`config.mk`:
```
export PLATFORM = sky130hd
export DESIGN_NAME = pc_fetch_unit
export DESIGN_NICKNAME = d
export VERILOG_FILES = /design/src/rtl/mips_pkg.sv /design/src/rtl/fetch_lat_counter.sv /design/src/rtl/pc_fetch_unit.sv
export SDC_FILE = /design/constraint.sdc
export NUM_CORES = 1
export LEC_CHECK = 0
export BUFFER_PORTS_ARGS = -buffer_cell sky130_fd_sc_hd__buf_4
export CAP_MARGIN = 20
export CORE_ASPECT_RATIO = 0.75
export CORE_MARGIN = 2
export CORE_UTILIZATION = 33
export DETAILED_ROUTE_END_ITERATION = 16
export HOLD_SLACK_MARGIN = 0.08
export PLACE_DENSITY_LB_ADDON = 0.2
export SLEW_MARGIN = 20
export SYNTH_ARGS = -nofsm -noshare
export SYNTH_HDL_FRONTEND = slang
export SYNTH_SLANG_ARGS = --single-unit
```
`constraint.sdc`:
```
create_clock -name clk -period 3.8 [get_ports clk]
set_input_delay 0.76 -clock clk [delete_from_list [all_inputs] [get_ports clk]]
set_output_delay 0.76 -clock clk [all_outputs]
set_load 0.03 [all_outputs]
```
`src/rtl/mips_pkg.sv`:
```
// Shared fetch-side types and constants for the multi-cycle MIPS core.
// Holds the fetch FSM encoding, the sequential PC step and the redirect alignment helper.
package mips_pkg;

  typedef enum logic [1:0] {
    ST_IDLE = 2'd0,
    ST_REQ  = 2'd1,
    ST_WAIT = 2'd2,
    ST_CAPT = 2'd3
  } fetch_state_t;

  localparam logic [31:0] PC_STEP   = 32'd4;
  localparam logic [31:0] NOP_INSTR = 32'h0000_0000;

  // Wide enough for IMEM_LATENCY-1 over the legal latency range 1..7.
  localparam int LAT_W = 3;

  function automatic logic [31:0] align_pc(input logic [31:0] addr);
    return {addr[31:2], 2'b00};
  endfunction

endpackage

```
`src/rtl/fetch_lat_counter.sv`:
```
// Latency down-counter for the fetch WAIT phase; zero is combinational from the count register.
// Load has priority over decrement; decrement saturates at zero; no backpressure.
module fetch_lat_counter
  import mips_pkg::*;
(
  input  logic             clk,
  input  logic             rst,
  input  logic             load,
  input  logic [LAT_W-1:0] load_val,
  input  logic             dec,
  output logic             zero
);

  logic [LAT_W-1:0] count;

  always_ff @(posedge clk) begin
    if (rst) begin
      count <= '0;
    end else if (load) begin
      count <= load_val;
    end else if (dec && (count != '0)) begin
      count <= count - LAT_W'(1);
    end
  end

  assign zero = (count == '0);

endmodule

```
`src/rtl/pc_fetch_unit.sv`:
```
// PC owner and fetch sequencer: fetch_en -> fetch_done in IMEM_LATENCY+2 cycles, redirects via pc_load.
// No queuing: fetch_en while busy is dropped; redirects while busy are parked and applied at capture.
module pc_fetch_unit
  import mips_pkg::*;
#(
  parameter logic [31:0] RESET_PC     = 32'h0000_0000,
  parameter int          IMEM_LATENCY = 1
) (
  input  logic        clk,
  input  logic        rst,
  input  logic        fetch_en,
  input  logic        pc_load,
  input  logic [31:0] pc_in,
  input  logic [31:0] imem_rdata,
  output logic [31:0] imem_addr,
  output logic        imem_rd_en,
  output logic [31:0] pc,
  output logic [31:0] pc_plus4,
  output logic [31:0] instr,
  output logic        fetch_done,
  output logic        busy,
  output logic        pc_misalign
);

  localparam logic [LAT_W-1:0] LAT_LOAD = LAT_W'(IMEM_LATENCY - 1);

  fetch_state_t state;
  logic         pend_vld;
  logic [31:0]  pend_tgt;
  logic         start_pend;
  logic         cnt_zero;

  logic [31:0]  ld_tgt;
  logic [31:0]  pc_seq;

  assign ld_tgt = align_pc(pc_in);
  assign pc_seq = pc + PC_STEP;
  assign busy   = (state != ST_IDLE);

  fetch_lat_counter u_lat (
    .clk      (clk),
    .rst      (rst),
    .load     (state == ST_REQ),
    .load_val (LAT_LOAD),
    .dec      (state == ST_WAIT),
    .zero     (cnt_zero)
  );

  always_ff @(posedge clk) begin
    if (rst) begin
      state       <= ST_IDLE;
      pc          <= RESET_PC;
      instr       <= NOP_INSTR;
      pc_plus4    <= '0;
      imem_addr   <= '0;
      imem_rd_en  <= 1'b0;
      fetch_done  <= 1'b0;
      pc_misalign <= 1'b0;
      pend_vld    <= 1'b0;
      pend_tgt    <= '0;
      start_pend  <= 1'b0;
    end else begin
      fetch_done <= 1'b0;
      if (pc_load && (pc_in[1:0] != 2'b00)) begin
        pc_misalign <= 1'b1;
      end

      case (state)
        ST_IDLE: begin
          // A redirect wins the cycle; a coincident start is deferred so the
          // request goes out at the new PC, never the stale one.
          if (pc_load) begin
            pc         <= ld_tgt;
            start_pend <= start_pend | fetch_en;
          end else if (fetch_en || start_pend) begin
            start_pend <= 1'b0;
            imem_addr  <= pc;
            imem_rd_en <= 1'b1;
            state      <= ST_REQ;
          end
        end

        ST_REQ: begin
          imem_rd_en <= 1'b0;
          state      <= ST_WAIT;
          if (pc_load) begin
            pend_vld <= 1'b1;
            pend_tgt <= ld_tgt;
          end
        end

        ST_WAIT: begin
          if (cnt_zero) begin
            instr      <= imem_rdata;
            pc_plus4   <= pc_seq;
            fetch_done <= 1'b1;
            pend_vld   <= 1'b0;
            state      <= ST_CAPT;
            if (pc_load) begin
              pc <= ld_tgt;
            end else if (pend_vld) begin
              pc <= pend_tgt;
            end else begin
              pc <= pc_seq;
            end
          end else if (pc_load) begin
            pend_vld <= 1'b1;
            pend_tgt <= ld_tgt;
          end
        end

        ST_CAPT: begin
          // Last busy cycle: nothing left to defer to, so a redirect lands directly.
          state <= ST_IDLE;
          if (pc_load) begin
            pc <= ld_tgt;
          end
        end

        default: begin
          state <= ST_IDLE;
        end
      endcase
    end
  end

endmodule

```
==> flow_metrics.env, run 1 <==
export IMPL_cts_tree="built"
export IMPL_finalHoldViolCount=0
export IMPL_num_antenna_cells=0
export IMPL_netlist_top_cell_by_area="dfxtp_1"
export IMPL_cts_buffers=17
export IMPL_max_cap_violations=0
export IMPL_status="completed"
export IMPL_synthArstFlopShare_pct=0
export IMPL_postSynthAreaPerCell_um2=8.06
export IMPL_cts_resized=0
export IMPL_die_w_um=174
export IMPL_ys_ff_latch=162
export IMPL_total_power_w=0.00712
export IMPL_synth_edff_count=0
export IMPL_initial_core_util_pct=33.8
export IMPL_dp_hpwl_mm=15.5
export IMPL_p_sw_w=0.00306
export IMPL_cts_sinks=162
export IMPL_synth_cell_types=55
export IMPL_power_internal_w=0.00406
export IMPL_required_ns=4.15
export IMPL_detailedRoute_firstPassIterationCount=5
export IMPL_place_port_buffers=193
export IMPL_relSlewSlack_pct=40.9
export IMPL_final_nets=1116
export IMPL_crit_type="reg2reg"
export IMPL_die_h_um=132
export IMPL_synthTopCellsByArea="dfxtp_1 45%, nand2_1 11%, a21oi_1 8.2%"
export IMPL_netlist_area_mm2=0.00718
export IMPL_seqPwrFrac_pct=34.3
export IMPL_cp_end_kind="flip-flop"
export IMPL_io_pins=200
export IMPL_finalSetupViolCount=0
export IMPL_final_cell_mix="207 x nand2_1, 207 x buf_4, 162 x dfxtp_1"
export IMPL_core_mm2=0.0212
export IMPL_finalMaxSlewViolations=0
export IMPL_grtUsageTotal_pct=19.5
export IMPL_path_max_fanout=14
export IMPL_routed_wl_mm=22.7
export IMPL_cp_arrival_ns=2.90
export IMPL_finalCriticalPeriod_ns=2.55
export IMPL_grt_antenna_before_repair=0
export IMPL_cts_root_buffer="clkbuf_16"
export IMPL_dieArea_mm2=0.0230
export IMPL_swShare_pct=43.0
export IMPL_path_clk_slew_ns=0.06
export IMPL_grt_first_pass_wirelength_mm=35.3
export IMPL_wire_per_inst_um=16.9
export IMPL_cp_cell_sequence="ha_1 > nand2_1 > nor3_4 > nand4_1 > o31a_1 > o221ai_1"
export IMPL_cts_htree_levels=4
export IMPL_drive_gt1_share_pct=24.8
export IMPL_cp_top_family="simple AND/OR/NAND/NOR gates"
export IMPL_synth_top_area_share_pct=45.2
export IMPL_grt_max_degree=72
export IMPL_yosysSeqAreaShare_pct=45.2
export IMPL_p_clk_share_pct=24.6
export IMPL_hp_class="reg2reg"
export IMPL_max_stage_delay_ns=0.69
export IMPL_power_frac_comb_pct=41.1
export IMPL_grt_pass1_vias=6046
export IMPL_power_density_mw_per_mm2=767
export IMPL_place_congestion=0.763
export IMPL_setup_tns_final_ns=0
export IMPL_worstSkewPairLatency_ns=0.44
export IMPL_drtIter0Drc=528
export IMPL_tightest_slew_ns=0.884
export IMPL_vias_per_cell=5.01
export IMPL_start_kind="flip-flop"
export IMPL_cp_slowest_cell="nor3_4"
export IMPL_cts_path_max_buffers=2
export IMPL_ys_flop_type="dfxtp_1"
export IMPL_postCtsHoldBufs=0
export IMPL_crit_buf_inv=0
export IMPL_rows=46
export IMPL_ant_nets=0
export IMPL_fillCellCount=2152
export IMPL_drc=0
export IMPL_fmax_mhz=392
export IMPL_postSynthCellCount=890
export IMPL_skew_ns=0.00737
export IMPL_synthToLayoutAreaGrowth_pct=29.5
export IMPL_vias=6727
export IMPL_rsz0062_at_grt="no"
export IMPL_grt_overflow=0
export IMPL_ys_warn_count=0
export IMPL_leakage_nw=3.62
export IMPL_period_share_pct=67.1
export IMPL_peakVddDrop_uv=309
export IMPL_postCtsSetupBuffers=0
registers in the layout, indices dropped and copies added (netlist names):
name and flops:
pend_vld 1, instr 32, pc_misalign 1, start_pend 1, pc_plus4 30, u_lat.count 3, pend_tgt 30, pc 30
imem_rd_en 1, imem_addr 30, state 2, fetch_done 1
worst paths after layout:
check | startpoint | to | slack, ns | cells past startpoint
hold / removal | imem_addr[10] | imem_addr[10] | 0.45 | 2
setup reg to reg | pc[2] | pc[24] | 1.25 | 6
setup / recovery | pc[2] | pc[24] | 1.25 | 6
hold reg to reg | imem_addr[10] | imem_addr[10] | 0.45 | 2
power by group through the flow:
stage | registers (W) | clock network [W] | logic, W
floorplan | 0.00293 | 0 | 0.00147
global placement | 0.00247 | 0 | 0.00292
detailed placement | 0.00247 | 0 | 0.00294
CTS | 0.00244 | 0.00180 | 0.00294
global route | 0.00250 | 0.00187 | 0.00319
finish | 0.00244 | 0.00175 | 0.00293
worst register-to-register path, delay by kind of cell (launching register included):
kind	cells	cell delay, ns
AO/OA/AOI/OAI	2	0.49
AND/OR/NAND/NOR	3	1.21
adder cells (fa/ha/maj)	1	0.30
flip-flops	1	0.48
cells in the mapped netlist, types with 3 or more instances:
library cell	count
nor3_1	13
a221oi_1	7
ha_1	7
and3_1	3
a22oi_1	16
xor2_1	14
nand4_1	10
buf_2	12
clkbuf_1	43
o32ai_1	6
xnor2_1	15
inv_1	15
o21bai_1	3
a211oi_1	29
o31a_1	8
a21o_1	10
and4_1	3
nand3_1	16
dfxtp_1	162
a21oi_1	118
buf_6	3
buf_4	9
nor2_1	71
a31oi_1	8
clkbuf_8	5
and2_1	3
a222oi_1	3
nand2b_1	4
a211oi_2	4
o21ai_0	24
buf_1	8
nand2_1	207
routing by layer:
metal / GRT usage, % / wire, µm
met4: 4.86 / 254
met2: 27.6 / 9310
met5: 0 / 0
met1: 28.8 / 11500
met3: 5.67 / 1590
cell families after synthesis:
| kind of cell | synth area share [%] |
|---|---|
| and+or+nand+nor | 21.8 |
| AOI/OAI and AO/OA | 21.3 |
| DFF | 45.2 |
| buffers and inverters | 6.66 |
| xor gates and xnor gates | 3.54 |
| adders and majority gates | 1.22 |
| muxes | 0.296 |
| other | 0.0523 |
per-stage QoR:
step | cells | area (µm²) | worst slack, ns | utilization (%) | hold slack, ns
after floorplan | 895 | 7190 | 1.66 | - | 0.433
after global placement | 1310 | 8700 | 0.936 | 41.0 | 0.440
after detailed placement | 1310 | 8700 | 0.920 | 41.0 | 0.446
after CTS | 1342 | 9290 | 1.21 | 43.7 | 0.455
after global routing | 1342 | 9290 | 1.10 | 43.7 | 0.471
final | 1342 | 9290 | 1.25 | 43.7 | 0.453
final cells by class:
class / count / area, µm² / share of cell area [%]
Tap cell: 288 / 360 / 3.88
Multi-Input combinational cell: 638 / 3490 / 37.5
Timing Repair Buffer: 207 / 1550 / 16.7
Sequential cell: 162 / 3240 / 34.9
Clock inverter: 14 / 153 / 1.64
Clock buffer: 18 / 439 / 4.73
Inverter: 15 / 56.3 / 0.606
No activity file was read; power rests on OpenSTA's default activity.
==> run 2, diff against run 1 <==
--- a/config.mk
+++ b/config.mk
@@ -5,6 +5,7 @@
 export SDC_FILE = /design/constraint.sdc
 export NUM_CORES = 1
 export LEC_CHECK = 0
+export ABC_AREA = 1
 export BUFFER_PORTS_ARGS = -buffer_cell sky130_fd_sc_hd__buf_4
 export CAP_MARGIN = 20
 export CORE_ASPECT_RATIO = 0.75
==> constraint.sdc (replaced) <==
create_clock -name clk -period 2.5 [get_ports clk]
set_input_delay 0.5 -clock clk [delete_from_list [all_inputs] [get_ports clk]]
set_output_delay 0.5 -clock clk [all_outputs]
set_load 0.03 [all_outputs]
==> run 2 against run 1 <==
Die area is 2.1% higher. Critical path type unchanged. Final area is 3.5% higher. Global-route usage is 1.7 points higher. Final cell count is 13% higher. Setup slack worse by 0.80 ns. First-iteration DRC count is 5.9% lower. Register-to-register slack worse by 0.80 ns. Wire length is 9.2% higher. Sequential cell count stayed put.
==> flow_metrics.env, run 2 <==
export IMPL_postCtsHoldBufs=0
export IMPL_postSynthAreaPerCell_um2=7.05
export IMPL_skew_ns=0.0112
export IMPL_synthArstFlopShare_pct=0
export IMPL_synth_top_family_by_area="simple AND/OR/NAND/NOR gates"
export IMPL_yosys_area_share_simple_pct=23.4
export IMPL_fillCellCount=2315
export IMPL_synth_compound_area_share_pct=20.5
export IMPL_status="completed"
export IMPL_ys_flop_type="dfxtp_1"
export IMPL_rsz0062_at_grt="no"
export IMPL_rrSetupSlack_ns=0.45
export IMPL_synth_mux_area_share_pct=0
export IMPL_worstReg2RegStart="pc[2]"
export IMPL_start_kind="flip-flop"
export IMPL_relSlewSlack_pct=61.7
export IMPL_required_ns=2.86
export IMPL_cts_root_buffer="clkbuf_16"
export IMPL_grt_max_degree=62
export IMPL_synth_fa_ha_area_share_pct=1.20
export IMPL_reg2regPathDepth=6
export IMPL_finalCriticalPeriod_ns=2.05
export IMPL_postSynthCellCount=1040
export IMPL_leakage_nw=4.38
export IMPL_vias=7387
export IMPL_finalSetupViolCount=0
export IMPL_finalHoldViolCount=0
export IMPL_ys_ff_latch=162
export IMPL_dieArea_mm2=0.0234
export IMPL_top_register="instr"
export IMPL_die_w_um=176
export IMPL_cts_buffers=17
export IMPL_netlist_top_cell_by_area="dfxtp_1"
export IMPL_path_clk_slew_ns=0.07
export IMPL_power_density_mw_per_mm2=1410
export IMPL_final_nets=1287
export IMPL_min_from="imem_rdata[26]"
export IMPL_synth_cell_types=36
export IMPL_drive_gt1_share_pct=22.6
export IMPL_drc=0
export IMPL_synth_xor_area_share_pct=0.956
export IMPL_fin_util_pct=43.9
export IMPL_finalMaxSlewViolations=0
export IMPL_largest_reg_flops=32
export IMPL_detailedRoute_firstPassIterationCount=5
export IMPL_drtIter0Drc=497
export IMPL_die_h_um=133
export IMPL_ys_warn_count=0
export IMPL_synth_top_area_share_pct=44.3
export IMPL_cp_arrival_ns=2.41
export IMPL_grt_overflow=0
export IMPL_cts_sinks=162
export IMPL_initial_core_util_pct=33.4
export IMPL_setup_tns_final_ns=0
export IMPL_worstSkewPairLatency_ns=0.43
export IMPL_postCtsSetupBuffers=0
export IMPL_peakVddDrop_uv=494
export IMPL_rows=47
export IMPL_dp_hpwl_mm=17.5
export IMPL_hp_class="in2reg"
export IMPL_crit_type="reg2reg"
export IMPL_hold_path_end="instr[26]"
export IMPL_whs_path_depth=3
export IMPL_vias_per_cell=4.86
export IMPL_routed_wl_mm=24.8
export IMPL_synth_edff_count=0
export IMPL_cts_path_max_buffers=2
export IMPL_yosysMostFrequentCell="nor2_1"
export IMPL_wire_per_inst_um=16.3
export IMPL_yosysSeqAreaShare_pct=44.3
export IMPL_fmax_mhz=488
export IMPL_core_mm2=0.0219
export IMPL_place_congestion=0.869
export IMPL_tightest_slew_ns=0.573
export IMPL_synthTopCellsByArea="dfxtp_1 44%, nor2_1 12%, o21ai_0 10%"
export IMPL_ant_nets=0
export IMPL_synthTopCellsByCount="229 x nor2_1, 162 x dfxtp_1, 146 x o21ai_0, 110 x nand2_1, 96 x a21oi_1"
export IMPL_grt_first_pass_wirelength_mm=38.8
export IMPL_final_common_cell="nor2_1"
export IMPL_io_pins=200
export IMPL_cts_tree="built"
export IMPL_cts_htree_levels=4
export IMPL_path_max_fanout=7
export IMPL_netlist_area_mm2=0.00733
export IMPL_synthToLayoutAreaGrowth_pct=31.3
export IMPL_cts_resized=0
export IMPL_cp_end_kind="flip-flop"
export IMPL_grtUsageTotal_pct=21.2
export IMPL_period_share_pct=81.9
export IMPL_grt_antenna_before_repair=1
export IMPL_place_port_buffers=193
export IMPL_r2r_end="pc[8]"
export IMPL_final_cell_mix="229 x nor2_1, 211 x buf_4, 162 x dfxtp_1"
export IMPL_grt_pass1_vias=6997
export IMPL_max_cap_violations=0
run 2: cell count changes in the layout (fill, tap and decap cells not counted), moves of 9 or more:
cell | before | now
a21oi_1 | 118 | 96
nand2_1 | 207 | 110
nor2_1 | 68 | 229
a22oi_1 | 16 | 0
xnor2_1 | 15 | 3
nor3_1 | 13 | 0
inv_1 | 15 | 92
o211ai_1 | 0 | 18
a211oi_1 | 29 | 3
xor2_1 | 14 | 5
o21ai_0 | 24 | 146
nand3_1 | 16 | 48
a21o_1 | 10 | 0
run 2: metal layers:
metal | vias up | wire [µm] | global-route usage (%)
met5 | - | 0 | 0
met1 | 3405 | 12400 | 31.6
li1 | 3701 | - | -
met2 | 265 | 9710 | 29.7
met3 | 16 | 2380 | 6.47
met4 | 0 | 230 | 5.05
run 2: worst max-delay path: stages, from the launching register on:
cell and delay (ns):
dfxtp_1 0.55, ha_1 0.39, nand3_2 0.20, nor2_1 0.31, xor2_1 0.30, o21ai_1 0.10
a21oi_1 0.13
run 2: worst max-delay path by stage:
stage,start,to,slack [ns]
2_1_floorplan,pc[2],pc_plus4[18],0.73
3_3_place_gp,pc[2],pc[8],0.40
6_report,pc[2],pc[8],0.45
3_5_place_dp,pc[2],pc[8],0.48
5_1_grt,pc[2],pc[8],0.34
4_1_cts,pc[2],pc[8],0.46
run 2: where the power goes:
part	leakage (nW)	internal (W)	total, W	switching [W]
Clock	0.271	0.00141	0.00256	0.00115
Combinational	2.78	0.00220	0.00658	0.00438
Sequential	1.33	0.00354	0.00444	0.000902
run 2: area by class of cell:
cell class | instances | area [µm²] | area share [%]
clock buffers | 19 | 443 | 4.60
repair buffers | 215 | 1660 | 17.3
multi-input cells | 717 | 3400 | 35.4
flip-flops and latches | 162 | 3240 | 33.7
clock inverters | 13 | 124 | 1.29
diodes | 1 | 2.50 | 0.0260
well taps | 294 | 368 | 3.82
inverters | 99 | 373 | 3.88
run 2: stage by stage:
step | power, W | std cells | setup WS, ns | hold slack [ns] | cell area, µm²
after global placement | 0.0110 | 1487 | 0.398 | 0.434 | 9050
after detailed placement | 0.0110 | 1487 | 0.477 | 0.436 | 9050
final | 0.0136 | 1520 | 0.452 | 0.290 | 9620
after floorplan | 0.00847 | 1045 | 0.732 | 0.442 | 7350
after CTS | 0.0136 | 1519 | 0.460 | 0.278 | 9620
after global routing | 0.0145 | 1519 | 0.337 | 0.284 | 9620
run 2: cell families after synthesis:
logic type      count (synthesis)
simple gates                  413
compound gates                283
buf+inv                       166
flops                         162
xor+xnor                        8
fa+ha+maj                       7
other cells                     1
